**src/rtl/analyzer_pkg.sv**
```systemverilog
// Shared definitions for the debug overlay page sequencer: overlay word width,
// FSM state encodings and the page-index width helper.
package analyzer_pkg;

    localparam int DBG_W = 64;

    typedef enum logic [1:0] {
        ST_RUN   = 2'd0,
        ST_HOLD  = 2'd1,
        ST_ARMED = 2'd2,
        ST_TRIG  = 2'd3
    } state_t;

    // Page index width; a two-source build still needs one bit.
    function automatic int page_w(input int n);
        return (n > 2) ? $clog2(n) : 1;
    endfunction

endpackage

```
**src/rtl/input_debounce.sv**
```systemverilog
// Button conditioner: 2-flop synchroniser, stability counter and a single-cycle
// pulse on each accepted rising edge. Reusable for any asynchronous push button.
module input_debounce #(
    parameter int DEB_CYCLES = 65536
) (
    input  logic clk,
    input  logic rst,
    input  logic button,
    output logic press
);
    localparam int CNT_W = (DEB_CYCLES > 1) ? $clog2(DEB_CYCLES) : 1;

    logic [1:0]       sync;
    logic             stable;
    logic [CNT_W-1:0] cnt;
    logic             settled;

    assign settled = (cnt == CNT_W'(DEB_CYCLES - 1));

    // NOTE: non-blocking assignments keep every flop sampling pre-edge values,
    // so sync[1] below is last cycle's value regardless of statement order.
    always_ff @(posedge clk or posedge rst) begin
        if (rst) begin
            sync   <= '0;
            stable <= 1'b0;
            cnt    <= '0;
            press  <= 1'b0;
        end else begin
            sync  <= {sync[0], button};
            press <= 1'b0;
            // Any sample agreeing with the accepted level restarts the stability window.
            if (sync[1] == stable) begin
                cnt <= '0;
            end else if (settled) begin
                stable <= sync[1];
                cnt    <= '0;
                press  <= sync[1];
            end else begin
                cnt <= cnt + 1'b1;
            end
        end
    end

endmodule

```
**src/rtl/debug_page_sched.sv**
```systemverilog
// Page sequencer for the hex debug overlay: per-frame snapshot of one probe word,
// manual/auto paging and freeze. Optional capture-on-match via DEBUG_TRIGGER_EN.
module debug_page_sched
    import analyzer_pkg::*;
#(
    parameter int  NUM_SRC     = 4,
    parameter int  AUTO_FRAMES = 0,
    parameter int  DEB_CYCLES  = 65536,
    localparam int PAGE_W      = page_w(NUM_SRC)
) (
    input  logic                     clk,
    input  logic                     i_reset,
    input  logic                     i_vblank,
    input  logic [NUM_SRC*DBG_W-1:0] i_probes,
    input  logic                     i_next,
    input  logic                     i_freeze,
`ifdef DEBUG_TRIGGER_EN
    input  logic [DBG_W-1:0]         i_trig_mask,
    input  logic [DBG_W-1:0]         i_trig_value,
    input  logic                     i_arm,
    output logic                     o_trig,
`endif
    output logic [DBG_W-1:0]         o_debug,
    output logic [PAGE_W-1:0]        o_page,
    output logic                     o_valid
);
    localparam bit                AUTO_ON   = (AUTO_FRAMES > 0);
    localparam int                FC_W      = (AUTO_FRAMES > 2) ? $clog2(AUTO_FRAMES) : 1;
    localparam int                FC_LAST   = AUTO_ON ? AUTO_FRAMES - 1 : 0;
    localparam logic [PAGE_W-1:0] PAGE_LAST = PAGE_W'(NUM_SRC - 1);

    state_t            state, state_nx;
    logic              vb_d, vb_rise_q, next_req;
    logic [PAGE_W-1:0] page;
    logic [FC_W-1:0]   frame_cnt;
    logic [DBG_W-1:0]  probe_sel;
    logic              adv_en, cap_en, trig_cap;
    logic              auto_hit, do_adv, do_cap;
`ifdef DEBUG_TRIGGER_EN
    logic              trig_clr, match;
`endif

    input_debounce #(.DEB_CYCLES(DEB_CYCLES)) u_next_deb (
        .clk    (clk),
        .rst    (i_reset),
        .button (i_next),
        .press  (next_req)
    );

    assign probe_sel = i_probes[int'(page)*DBG_W +: DBG_W];
`ifdef DEBUG_TRIGGER_EN
    assign match = ((probe_sel & i_trig_mask) == i_trig_value);
`endif

    // The rise strobe is registered so capture lands two clocks after vblank rises.
    always_ff @(posedge clk or posedge i_reset) begin
        if (i_reset) begin
            vb_d      <= 1'b0;
            vb_rise_q <= 1'b0;
            state     <= ST_RUN;
        end else begin
            vb_d      <= i_vblank;
            vb_rise_q <= i_vblank & ~vb_d;
            state     <= state_nx;
        end
    end

    // NOTE: every signal driven here gets a default first, so no path can
    // leave one unassigned and infer a latch.
    always_comb begin
        state_nx = state;
        adv_en   = 1'b0;
        cap_en   = 1'b0;
        trig_cap = 1'b0;
`ifdef DEBUG_TRIGGER_EN
        trig_clr = 1'b0;
`endif
        case (state)
            ST_RUN: begin
                if (i_freeze) begin
                    state_nx = ST_HOLD;
                end else begin
                    adv_en = 1'b1;
                    cap_en = 1'b1;
`ifdef DEBUG_TRIGGER_EN
                    if (i_arm) state_nx = ST_ARMED;
`endif
                end
            end
            ST_HOLD: begin
                if (!i_freeze) begin
                    state_nx = ST_RUN;
`ifdef DEBUG_TRIGGER_EN
                    trig_clr = 1'b1;
`endif
                end
            end
`ifdef DEBUG_TRIGGER_EN
            ST_ARMED: begin
                if (i_freeze) begin
                    state_nx = ST_HOLD;
                end else if (match) begin
                    // Match beats a coincident vblank capture; both would load probe_sel.
                    trig_cap = 1'b1;
                    state_nx = ST_TRIG;
                end else begin
                    adv_en = 1'b1;
                    cap_en = 1'b1;
                end
            end
            ST_TRIG: begin
                if (i_freeze) begin
                    state_nx = ST_HOLD;
                end else if (next_req) begin
                    state_nx = ST_RUN;
                    trig_clr = 1'b1;
                end
            end
`endif
            default: state_nx = ST_RUN;
        endcase
    end

    assign auto_hit = AUTO_ON && vb_rise_q && (frame_cnt == FC_W'(FC_LAST));
    assign do_adv   = adv_en && (next_req || auto_hit);
    assign do_cap   = (cap_en && vb_rise_q) || trig_cap;

    always_ff @(posedge clk or posedge i_reset) begin
        if (i_reset) begin
            frame_cnt <= '0;
            page      <= '0;
            o_debug   <= '0;
            o_valid   <= 1'b0;
        end else begin
            if (adv_en && next_req) begin
                frame_cnt <= '0;
            end else if (AUTO_ON && adv_en && vb_rise_q) begin
                frame_cnt <= auto_hit ? '0 : frame_cnt + 1'b1;
            end
            // Manual and auto requests in one cycle collapse into a single step.
            if (do_adv) begin
                page <= (page == PAGE_LAST) ? '0 : page + 1'b1;
            end
            if (do_cap) begin
                o_debug <= probe_sel;
                o_valid <= 1'b1;
            end
        end
    end

`ifdef DEBUG_TRIGGER_EN
    always_ff @(posedge clk or posedge i_reset) begin
        if (i_reset) begin
            o_trig <= 1'b0;
        end else if (trig_cap) begin
            o_trig <= 1'b1;
        end else if (trig_clr) begin
            o_trig <= 1'b0;
        end
    end
`endif

    assign o_page = page;

endmodule

```
**config.mk**
```make
export PLATFORM = sky130hd
export DESIGN_NAME = debug_page_sched
export DESIGN_NICKNAME = d
export VERILOG_FILES = /design/src/rtl/analyzer_pkg.sv /design/src/rtl/input_debounce.sv /design/src/rtl/debug_page_sched.sv
export SDC_FILE = /design/constraint.sdc
export NUM_CORES = 1
export LEC_CHECK = 0
export CAP_MARGIN = 20
export CORE_ASPECT_RATIO = 0.9
export CORE_UTILIZATION = 33
export DETAILED_ROUTE_END_ITERATION = 16
export PLACE_DENSITY = 0.78
export SETUP_SLACK_MARGIN = 0.3
export SYNTH_ARGS = -nofsm -noshare
export SYNTH_HDL_FRONTEND = slang
export SYNTH_SLANG_ARGS = --single-unit
```
**constraint.sdc**
```tcl
create_clock -name clk -period 2.8 [get_ports clk]
set_clock_uncertainty 0.1 [all_clocks]
set_input_delay 0.56 -clock clk [delete_from_list [all_inputs] [get_ports clk]]
set_output_delay 0.56 -clock clk [all_outputs]
set_load 0.005 [all_outputs]
```
* Word-level counts from Yosys, hierarchy flattened
Index checks and enable logic that the tools add are counted.
Word-level totals: bits of input ports 261, logic and storage cells 37, output and inout port bits 67, ROM bits 0, memory bits (writable) 0, register bits after elaboration 91, memories kept 0, latch bits 0
Operators by class: eq/ne operators 6, multiplexer cells 10, add/subtract/negate cells 2, shift-type cells 1, magnitude comparators 0, reductions and logical operators 5, bitwise logic cells 3, multiply operators 0, divide/modulo/power cells 0
Operators by type and width (number):
- $shiftx 256x9->64 | 1
- $mux 16 | 2
- $add 16x1->16 const B | 1
- $eq 16x16->1 const B | 1
- $mux 2 | 3
- $mux 1 | 4
- $ne 2x2->1 const B | 2
- $pmux 2 s2 | 1
- $reduce_and 2->1 | 2
- $add 2x1->2 const B | 1
- $eq 2x1->1 const B | 1
- $eq 2x2->1 const B | 1
- $logic_and 1x1->1 | 2
- $logic_not 2->1 | 1
- $not 1->1 | 2
- $and 1x1->1 | 1
- $eq 1x1->1 | 1

* Longest topological paths before layout
Gate-level depths: netlist (run 1).
depth after elaboration 3, mapped depth 6, gate-level depth less buffers 5

* Hierarchy
A second synthesis (run 1) with hierarchy kept.
Unflattened totals: cell total of the unflattened synthesis 316, area total of the unflattened synthesis 5043.6 um^2
By module, submodules not included:
- debug_page_sched | area an instance 4131.5 um^2, times used 1, cells each 232, seq. area each 1751.7 um^2
- input_debounce | area an instance 912.1 um^2, times used 1, cells each 84, seq. area each 500.5 um^2

* Least setup slack after synthesis (run 1)
No wires, ideal clock.
kind input to register, start point input port i_freeze, end point register o_debug[18], arrival 1.736 ns, setup time 0.125 ns, required time 2.575 ns, setup slack 0.840 ns, stages 6, buffers on the path 2, path through inv_1 > ha_1 > nand2_1 > buf_2 > clkbuf_1 > mux2_2
On the way: cells in the longest elaborated chain, start to end 3
RTL lines:
- start, declared | RTL line debug_page_sched.sv:16 | input logic i_freeze,
- $mux 1 | RTL line debug_page_sched.sv:80 | if (i_freeze) begin
- $mux 1 | RTL line debug_page_sched.sv:78 | case (state)
- $logic_and 1x1->1 | RTL line debug_page_sched.sv:126 | assign do_cap = (cap_en && vb_rise_q) || trig_cap;
- end signal, assigned | RTL line debug_page_sched.sv:145 | o_debug <= probe_sel;
- end, declared | RTL line debug_page_sched.sv:23 | output logic [DBG_W-1:0] o_debug,
No other way between the ends. A chain may end at the register's enable or synchronous reset.

* Final worst setup path (run 1)
start point register page[0], in the netlist o_page[0], end point output port o_page[0]
RTL lines:
- start, declared | RTL line debug_page_sched.sv:34 | logic [PAGE_W-1:0] page;
- start signal, assigned | RTL line debug_page_sched.sv:142 | page <= (page == PAGE_LAST) ? '0 : page + 1'b1;
- end, declared | RTL line debug_page_sched.sv:24 | output logic [PAGE_W-1:0] o_page,
No word-level cell between the ends.

==> results of run 1 <==
[layout by cell type (no fill, tap or decap), types with 3 or more instances in the layout]
| cell type | n |
|---|---|
| buf_12 | 5 |
| clkbuf_16 | 9 |
| clkdlybuf4s50_1 | 327 |
| dfrtp_1 | 88 |
| ha_1 | 3 |
| inv_1 | 6 |
| mux2_2 | 66 |
| mux4_2 | 64 |
| nand2_1 | 4 |
| nand3_1 | 6 |
| nand4_1 | 3 |
| nor2_1 | 21 |
| nor3_1 | 5 |
| nor4_1 | 3 |
| xnor2_1 | 14 |
[logic make-up (layout without fill, tap and decap cells)]
family          count (synthesis)  count (layout)  share of synthesized area
mux                           130             130                     0.4373
flops                          90              90                     0.4508
simple gates                   46              46                    0.04208
buf+inv                        29             357                    0.03106
xor+xnor                       16              16                    0.02805
fa+ha+maj                       3               3                   0.007514
compound gates                  2               2                   0.003257
[cells in the mapped netlist, drive strengths merged]
master  count
dfrtp      90
mux2       66
mux4       64
nor2       21
xnor2      14
buf        12
clkbuf     10
inv         7
nand3       6
nand2       5
nor3        5
ha          3
nand4       3
nor4        3
xor2        2
a21o        1
a31o        1
nand2b      1
nor2b       1
nor3b       1
[power groups by stage]
stage	Combinational (uW)	Clock (uW)	Sequential, uW
after global routing	2230	1390	2110
after CTS	2150	1340	2040
after floorplan	568	0	2070
final	2120	1290	2040
after detailed placement	2140	0	2060
after global placement	2090	0	2040
[worst min path at each step]
stage / from / depth (start not counted) / to
floorplan: u_next_deb.sync[0]$_DFF_PP0_ / 0 / u_next_deb.sync[1]$_DFF_PP0_
global placement: u_next_deb.sync[0]$_DFF_PP0_ / 0 / u_next_deb.sync[1]$_DFF_PP0_
detailed placement: u_next_deb.sync[0]$_DFF_PP0_ / 0 / u_next_deb.sync[1]$_DFF_PP0_
CTS: u_next_deb.sync[0]$_DFF_PP0_ / 0 / u_next_deb.sync[1]$_DFF_PP0_
global route: u_next_deb.sync[0]$_DFF_PP0_ / 0 / u_next_deb.sync[1]$_DFF_PP0_
finish: u_next_deb.sync[0]$_DFF_PP0_ / 0 / u_next_deb.sync[1]$_DFF_PP0_
[cell type report]
type,instances,area [um2],share of cell area
Inverter,7,30.03,0.003395
Clock buffer,9,225.2,0.02546
Clock inverter,7,100.1,0.01132
Multi-Input combinational cell,197,2596,0.2935
Timing Repair Buffer,334,3388,0.3831
Tap cell,198,247.7,0.02801
Sequential cell,90,2257,0.2552
[metal layers]
| layer | share of wire | GRT usage | wire [um] |
|---|---|---|---|
| met1 | 0.37 | 0.2408 | 5842 |
| met2 | 0.54 | 0.3776 | 8562 |
| met3 | 0.067 | 0.05062 | 1053 |
| met4 | 0.016 | 0.05741 | 255 |
| met5 | 0 | 0 | 0 |
[registers in the layout (all words and copies together) (netlist names)]
name / cells
o_debug: 64
u_next_deb.cnt: 16
o_page: 2
u_next_deb.sync: 2
o_valid: 1
state: 1
u_next_deb.press: 1
u_next_deb.stable: 1
vb_d: 1
vb_rise_q: 1
[metrics by stage]
step	utilization	instance area (um2)	power, uW	hold slack (ns)
4_1_cts	0.5990	8845	5529	0.2568
2_1_floorplan	-	5000	2634	0.2312
3_3_place_gp	0.5769	8519	4139	0.2361
6_report	0.5990	8845	5453	0.2596
5_1_grt	0.5990	8845	5728	0.2755
3_5_place_dp	0.5769	8519	4207	0.2362
==> impl_metrics.py, run 1 <==
metrics = {
    "finish": {
        "nets": 903,
        "fillerInstances": 1120,
        "n_antenna_cell": 0,
        "area_growth_syn_to_layout_pct": 77.03,
        "fin_cells": 842,
        "drive_gt1_frac": 0.2453,
    },
    "synth": {
        "syn_area_per_cell_um2": 15.81,
        "ys.warnings.count": 0,
        "syn_inst": 316,
        "syn-num-nets": 580,
        "yosys-top-cells-area": "dfrtp_1 (45%), mux4_2 (29%), mux2_2 (15%)",
        "netlist_area_um2": 4996,
        "ys_seq_elements": 90,
        "yosys.cell_types.count": 23,
        "synth_area_leader_cell": "dfrtp_1",
        "ys_seq_area_frac": 0.4508,
        "netlist.area_leader.share": 0.4508,
    },
    "clock_network": {
        "cts.sinks": 90,
        "ctsResizeCount": 0,
        "cts_max_path_buffers": 2,
        "clockRootBuffer": "clkbuf_16",
        "post_cts_buffers": 0,
        "clkLatencyLatePin_ns": 0.33,
        "htree_levels": 3,
        "cts_hold_buf": 0,
        "clk_transition_reported_paths_ns": 0.07,
        "cts_tree": "built",
        "numCtsBuffers": 9,
    },
    "timing": {
        "slew_headroom": 0.6625,
        "fin_crit_sh": 0.7612,
        "finalHoldViolCount": 0,
        "timing.fmax_mhz": 469.2,
        "finalSetupViolCount": 0,
        "finalSetupTns_ns": 0,
        "setup_ws_ns": 0.6686,
        "rsz0062_at_grt": "false",
        "worst_pin_slew_ns": 0.5062,
        "drv_slew": 0,
        "post-route-min-period_ns": 2.131,
    },
    "power": {
        "power.leakage_uw": 0.003352,
        "p_seq_frac": 0.374,
        "power.density_nw_per_um2": 616.5,
        "power.switching_uw": 1358,
        "vdd_drop_max_v": 0.0003694,
        "power_frac_comb": 0.389,
        "clkPwrFrac": 0.237,
        "switching_share": 0.2491,
        "p_int_uw": 4094,
    },
    "detailed_routing": {
        "wl_um": 15710,
        "firstDrtPassIters": 6,
        "drtIter0Drc": 163,
        "drc": 0,
        "wl_per_cell_um": 18.66,
        "vias": 4171,
        "viasPerCell": 4.954,
        "ant_nets": 0,
    },
    "grt": {
        "grt_pass1_vias": 4578,
        "grt_pass1_wl_um": 24720,
        "grt_use_total": 0.2073,
        "grt_max_degree": 91,
        "gr-total-overflow": 0,
        "antenna_found_initial": 0,
    },
    "critical_path": {
        "crit_path_start_kind": "flop",
        "path_buf_inv": 1,
        "cp_num_cells": 1,
        "rr_worst_depth": 3,
        "reg2reg_slack_ns": 0.87,
        "path_class": "reg -> out",
        "cpMaxStageDelayCell": "dfrtp_4",
        "reg2reg_to": "o_debug[32]$_DFFE_PP0P_",
        "required_ns": 2.14,
        "cp.arrival_ns": 1.47,
        "worstSetupEndpointType": "output port",
        "r2r_start": "o_page[0]$_DFFE_PP0P_",
        "endpoint": "o_page[0]",
        "crit_fanout": 11,
        "cp_slowest_stage_delay_ns": 0.58,
        "cp_cell_sequence": "clkdlybuf4s50_1",
        "setup.worst_path.start": "o_page[0]$_DFFE_PP0P_",
        "cp_top_family": "flip-flops",
    },
    "placed_design": {
        "dp.cells": 826,
        "hpwlAfterDp_um": 12940,
        "gp_congestion": 0.8578,
        "port-buffer-count": 327,
        "place_ws_ns": 0.4292,
    },
    "run": {
        "maxCapViolCount": 0,
    },
    "floorplanning": {
        "rows": 42,
        "die_w_um": 131.7,
        "die_h_um": 118.7,
        "fp.coreArea_um2": 14770,
        "initial_core_util": 0.3383,
        "io_pins": 328,
        "fp.dieArea_um2": 15640,
    },
    "worst_hold_path": {
        "holdCritPathClass": "reg -> reg",
    },
    "outcome": {
        "outcome": "finished clean",
    },
}
Power figures use the tool's default switching activity.
==> run 2: changes to the inputs <==
==> constraint.sdc (replaced) <==
create_clock -name clk -period 1.7 [get_ports clk]
set_clock_uncertainty 0.1 [all_clocks]
set_input_delay 0.34 -clock clk [delete_from_list [all_inputs] [get_ports clk]]
set_output_delay 0.34 -clock clk [all_outputs]
set_load 0.005 [all_outputs]
==> run 2 against run 1 <==
  * The flow now finishes with violations (setup timing)
  * Utilization rose by 4.1 points
  * Hold slack lost 0.0069 ns
  * Sequential power increased by 65%
  * Sequential share of layout area decreased by 1.6 points
  * Cell count grew 6.2%
  * Highest routed layer unchanged
==> impl_metrics.py, run 2 (same netlist as run 1, synthesis figures left out) <==
metrics = {
    "clock_network": {
        "clk_transition_reported_paths_ns": 0.06,
        "cts_max_path_buffers": 2,
        "clockRootBuffer": "clkbuf_16",
        "cts.sinks": 90,
        "numCtsBuffers": 9,
        "cts_tree": "built",
        "cts_hold_buf": 0,
        "htree_levels": 3,
        "clkLatencyLatePin_ns": 0.34,
    },
    "finish": {
        "final_common_cell": "clkdlybuf4s50_1",
        "layout_common_cells": "clkdlybuf4s50_1 (260), dfrtp_1 (88), mux4_2 (64)",
        "nets": 955,
        "fillerInstances": 1080,
        "regMostFlops": "o_debug",
        "layout.area.seq_um2": 2257,
        "largest_reg_flops": 64,
        "area_growth_syn_to_layout_pct": 89.03,
        "reg.largest.list": "o_debug (64), u_next_deb.cnt (16)",
        "multiInputGateArea_um2": 2819,
        "n_antenna_cell": 0,
        "drive_gt1_frac": 0.4109,
        "finish.utilization": 0.6396,
    },
    "timing": {
        "whs_ns": 0.2527,
        "finalSetupViolCount": 64,
        "drv_slew": 0,
        "post-route-min-period_ns": 1.791,
        "rsz0062_at_grt": "true",
        "finalHoldViolCount": 0,
        "timing.fmax_mhz": 558.4,
        "worst_pin_slew_ns": 0.4449,
        "setup_ws_ns": -0.09085,
        "slew_headroom": 0.7013,
        "fin_crit_sh": 1.053,
    },
    "detailed_routing": {
        "drc": 0,
        "vias": 4467,
        "wl_um": 18250,
        "viasPerCell": 4.997,
        "drtIter0Drc": 235,
        "wl_per_cell_um": 20.42,
        "ant_nets": 0,
        "firstDrtPassIters": 4,
    },
    "critical_path": {
        "required_ns": 1.82,
        "rr_worst_depth": 4,
        "r2r_start": "o_page[0]$_DFFE_PP0P_",
        "reg2reg_slack_ns": -0.09,
        "path_class": "reg -> reg",
        "cp.arrival_ns": 1.91,
        "crit_path_start_kind": "flop",
        "worstSetupEndpointType": "flop",
        "crit_fanout": 6,
        "reg2reg_to": "o_debug[63]$_DFFE_PP0P_",
        "endpoint": "o_debug[63]$_DFFE_PP0P_",
        "setup.worst_path.start": "o_page[0]$_DFFE_PP0P_",
    },
    "power": {
        "power.leakage_uw": 0.003784,
        "vdd_drop_max_v": 0.0005198,
        "fin_total_pwr_uw": 8252,
        "power.density_nw_per_um2": 873.8,
    },
    "outcome": {
        "outcome": "finished with violations",
        "violations": "setup timing",
    },
    "floorplanning": {
        "fp.coreArea_um2": 14770,
        "rows": 42,
        "initial_core_util": 0.3383,
        "die_h_um": 118.7,
        "die_w_um": 131.7,
        "io_pins": 328,
        "fp.dieArea_um2": 15640,
    },
    "grt": {
        "grt_pass1_vias": 4830,
        "grt_max_degree": 54,
        "grt_use_total": 0.2281,
        "grt_pass1_wl_um": 27020,
        "gr-total-overflow": 0,
        "antenna_found_initial": 0,
    },
    "placed_design": {
        "place_ws_ns": -0.3276,
        "gp_congestion": 0.8732,
        "hpwlAfterDp_um": 13260,
        "port-buffer-count": 327,
    },
    "run": {
        "maxCapViolCount": 0,
    },
    "worst_hold_path": {
        "holdCritPathClass": "reg -> reg",
    },
}
==> run 2: cell count changes in the layout (fill, tap and decap cells not counted), moves of 12 or more <==
cell | before | now
clkdlybuf4s50_1 | 327 | 260
clkbuf_2 | 0 | 27
buf_4 | 2 | 26
clkdlybuf4s15_1 | 0 | 20
buf_2 | 0 | 18
nor2_1 | 21 | 5
buf_6 | 0 | 14
nor2_2 | 0 | 12
==> run 2: metal layers <==
metal	track usage	routed length, um	up-vias
met1	0.2666	6940	2241
li1	-	-	1985
met3	0.04934	1267	32
met5	0	0	-
met2	0.4130	9618	209
met4	0.07558	426	0
==> run 2: critical path, cell delays in order, from the launching register on <==
cell and delay (ns):
dfrtp_4 0.44, buf_8 0.17, buf_12 0.15, mux4_2 0.53
mux2_2 0.29
==> run 2: worst min-delay path by stage <==
stage	startpoint	end	slack, ns	cells past startpoint
2_1_floorplan	u_next_deb.sync[0]$_DFF_PP0_	u_next_deb.sync[1]$_DFF_PP0_	0.23	0
3_3_place_gp	u_next_deb.sync[0]$_DFF_PP0_	u_next_deb.sync[1]$_DFF_PP0_	0.23	0
3_5_place_dp	u_next_deb.sync[0]$_DFF_PP0_	u_next_deb.sync[1]$_DFF_PP0_	0.24	0
4_1_cts	u_next_deb.sync[0]$_DFF_PP0_	u_next_deb.sync[1]$_DFF_PP0_	0.25	0
5_1_grt	u_next_deb.sync[0]$_DFF_PP0_	u_next_deb.sync[1]$_DFF_PP0_	0.26	0
6_report	u_next_deb.sync[0]$_DFF_PP0_	u_next_deb.sync[1]$_DFF_PP0_	0.25	0
==> run 2: timing repair <==
action	in CTS	in global routing
cloned	3	5
resized for setup	178	78
pin swaps	7	14
setup buffers	26	11
endpoints found under the setup margin	151	123
==> run 2: metrics by stage <==
stage / cell area (um2) / std cells / TNS (ns)
after CTS: 9273 / 878 / -3.398
final: 9444 / 894 / -3.209
after global placement: 8690 / 833 / -17.27
after detailed placement: 8690 / 833 / -19.55
after global routing: 9444 / 894 / -6.089
after floorplan: 5086 / 316 / -1.185
==> run 2: power breakdown <==
group	total [uW]	internal [uW]	switching, uW
clock network	1870	1000	870
registers	3360	2940	429
logic	3020	1980	1030
total	8250	5920	2330
==> run 2: cell type report <==
type,instances,area share
Sequential cell,90,0.2390
Multi-Input combinational cell,198,0.2985
Tap cell,198,0.02623
Inverter,7,0.003180
Clock inverter,7,0.005697
Clock buffer,9,0.02385
Timing Repair Buffer,385,0.4036
==> run 3: changes to the inputs <==
--- a/config.mk
+++ b/config.mk
@@ -6,10 +6,11 @@
 export NUM_CORES = 1
 export LEC_CHECK = 0
 export CAP_MARGIN = 20
-export CORE_ASPECT_RATIO = 0.9
-export CORE_UTILIZATION = 33
+export CORE_AREA = 2 2 128 130
+export CTS_BUF_LIST = sky130_fd_sc_hd__clkbuf_8
 export DETAILED_ROUTE_END_ITERATION = 16
-export PLACE_DENSITY = 0.78
+export DIE_AREA = 0 0 130 132
+export PLACE_DENSITY = 0.75
 export SETUP_SLACK_MARGIN = 0.3
 export SYNTH_ARGS = -nofsm -noshare
 export SYNTH_HDL_FRONTEND = slang
==> run 3 against run 2 <==
  * Non-clock buffer count down 8
  * The run still ends with setup timing left
  * Fmax fell by 3.8%
  * Routed wire length fell by 3.1%
  * Cell count up 1.2%
  * Critical path type unchanged
  * First-iteration DRC count is 29% lower
  * Largest power group unchanged
==> impl_metrics.py, run 3 (same netlist as run 1, synthesis figures left out) <==
metrics = {
    "finish": {
        "layout_common_cells": "clkdlybuf4s50_1 (260), dfrtp_1 (88), buf_2 (66)",
        "design_area_um2": 9186,
        "reg.largest.list": "o_debug (64), u_next_deb.cnt (16)",
        "layout.area.seq_um2": 2257,
        "nets": 947,
        "drive_gt1_frac": 0.4302,
        "multiInputGateArea_um2": 2816,
        "final_common_cell": "clkdlybuf4s50_1",
        "largest_reg_flops": 64,
        "fin_cells": 905,
        "area_growth_syn_to_layout_pct": 83.87,
        "regMostFlops": "o_debug",
        "fillerInstances": 1285,
    },
    "detailed_routing": {
        "vias": 4377,
        "drc": 0,
        "wl_um": 17690,
        "wl_per_cell_um": 19.54,
        "drtIter0Drc": 168,
        "viasPerCell": 4.836,
        "firstDrtPassIters": 4,
        "ant_nets": 0,
    },
    "grt": {
        "gr-total-overflow": 0,
        "grt_max_degree": 70,
        "busiest_layer": "met2",
        "grt_pass1_wl_um": 26700,
        "grt_pass1_vias": 4893,
        "grt_use_total": 0.2057,
        "use_met3": 0.05073,
        "grtUsageMet2": 0.3732,
        "use_met1": 0.2340,
        "antenna_found_initial": 2,
    },
    "floorplanning": {
        "die_h_um": 132,
        "rows": 46,
        "initial_core_util": 0.3180,
        "io_pins": 328,
        "fp.coreArea_um2": 15710,
        "die_w_um": 130,
        "fp.dieArea_um2": 17160,
    },
    "placed_design": {
        "gp_congestion": 0.9054,
        "placed_area_um2": 8675,
        "dp.cells": 850,
        "port-buffer-count": 327,
        "hpwlAfterDp_um": 13440,
    },
    "critical_path": {
        "reg2reg_slack_ns": -0.16,
        "worstSetupEndpointType": "flop",
        "path_buf_inv": 3,
        "cp_cell_sequence": "buf_12 > buf_12 > clkbuf_16 > mux4_2 > mux2_2",
        "r2r_start": "o_page[0]$_DFFE_PP0P_",
        "reg2reg_to": "o_debug[36]$_DFFE_PP0P_",
        "cp_top_family": "multiplexers",
        "crit_fanout": 6,
        "cp_slowest_stage_delay_ns": 0.51,
        "setup.worst_path.start": "o_page[0]$_DFFE_PP0P_",
        "path_class": "reg -> reg",
        "cp_common_cell": "buf_12",
        "required_ns": 1.85,
        "endpoint": "o_debug[36]$_DFFE_PP0P_",
        "rr_worst_depth": 5,
        "cpMaxStageDelayCell": "dfrtp_4",
        "cp_num_cells": 5,
        "crit_path_start_kind": "flop",
        "cp.arrival_ns": 2.01,
    },
    "timing": {
        "setup_ws_ns": -0.1622,
        "fin_crit_sh": 1.095,
        "timing.fmax_mhz": 537.0,
        "finalSetupTns_ns": -5.958,
        "finalHoldViolCount": 0,
        "drv_slew": 0,
        "worst_pin_slew_ns": 0.4418,
        "post-route-min-period_ns": 1.862,
        "slew_headroom": 0.7034,
        "rsz0062_at_grt": "true",
        "finalSetupViolCount": 65,
    },
    "clock_network": {
        "cts_max_path_buffers": 2,
        "clkLatencyLatePin_ns": 0.36,
        "clk_transition_reported_paths_ns": 0.09,
        "cts_hold_buf": 0,
        "cts.sinks": 90,
        "numCtsBuffers": 9,
        "cts_tree": "built",
        "clockRootBuffer": "clkbuf_8",
        "htree_levels": 3,
    },
    "worst_hold_path": {
        "holdCritPathClass": "reg -> reg",
    },
    "outcome": {
        "outcome": "finished with violations",
        "violations": "setup timing",
    },
    "power": {
        "vdd_drop_max_v": 0.0004610,
        "power.leakage_uw": 0.003687,
        "power.density_nw_per_um2": 828.1,
    },
    "run": {
        "maxCapViolCount": 0,
    },
}
-- run 3: power by group --
group	leakage [uW]	internal, uW	switching [uW]
Sequential	0.00111	2930	372
Combinational	0.00248	1840	1020
Clock	0.000102	692	751
Total	0.00369	5460	2140
-- run 3: worst register-to-register path, delay by kind of cell (launching register included) --
| family | cells | cell delay (ns) |
|---|---|---|
| buffers and inverters | 3 | 0.45 |
| flip-flops | 1 | 0.51 |
| multiplexers | 2 | 0.70 |
-- run 3: cell type report --
type | count | area share
Antenna cell | 1 | 0.0002724
Clock buffer | 13 | 0.01948
Clock inverter | 3 | 0.002315
Inverter | 7 | 0.003269
Multi-Input combinational cell | 198 | 0.3066
Sequential cell | 90 | 0.2457
Tap cell | 216 | 0.02942
Timing Repair Buffer | 377 | 0.3929
-- run 3: timing repair --
item / 4_1_cts / 5_1_grt
setup endpoints to repair: 150 / 84
gates resized for setup: 286 / 31
pin swaps: 6 / 10
setup buffers: 24 / 8
gates cloned: 5 / 1
-- run 3: how the worst min path moves through the flow --
stage                                      start                           end  slack [ns]  depth (start not counted)
finish              u_next_deb.sync[0]$_DFF_PP0_  u_next_deb.sync[1]$_DFF_PP0_        0.24                          0
global placement    u_next_deb.sync[0]$_DFF_PP0_  u_next_deb.sync[1]$_DFF_PP0_        0.24                          0
detailed placement  u_next_deb.sync[0]$_DFF_PP0_  u_next_deb.sync[1]$_DFF_PP0_        0.25                          0
CTS                 u_next_deb.sync[0]$_DFF_PP0_  u_next_deb.sync[1]$_DFF_PP0_        0.26                          0
floorplan           u_next_deb.sync[0]$_DFF_PP0_  u_next_deb.sync[1]$_DFF_PP0_        0.23                          0
global route        u_next_deb.sync[0]$_DFF_PP0_  u_next_deb.sync[1]$_DFF_PP0_        0.26                          0
-- run 3: stage by stage --
stage | util | worst slack (ns) | hold WS, ns | power [uW]
after global placement | 0.5521 | -0.3356 | 0.2410 | 6803
after detailed placement | 0.5521 | -0.3423 | 0.2462 | 6907
after global routing | 0.5846 | -0.1939 | 0.2569 | 8060
final | 0.5846 | -0.1622 | 0.2447 | 7607
after floorplan | - | -0.02697 | 0.2312 | 4345
after CTS | 0.5706 | -0.1623 | 0.2554 | 7701
-- run 3: routing by layer --
metal,up-vias,share of wire
li1,1963,-
met1,2175,0.37
met2,206,0.53
met3,31,0.075
met4,2,0.024
met5,-,0.0011
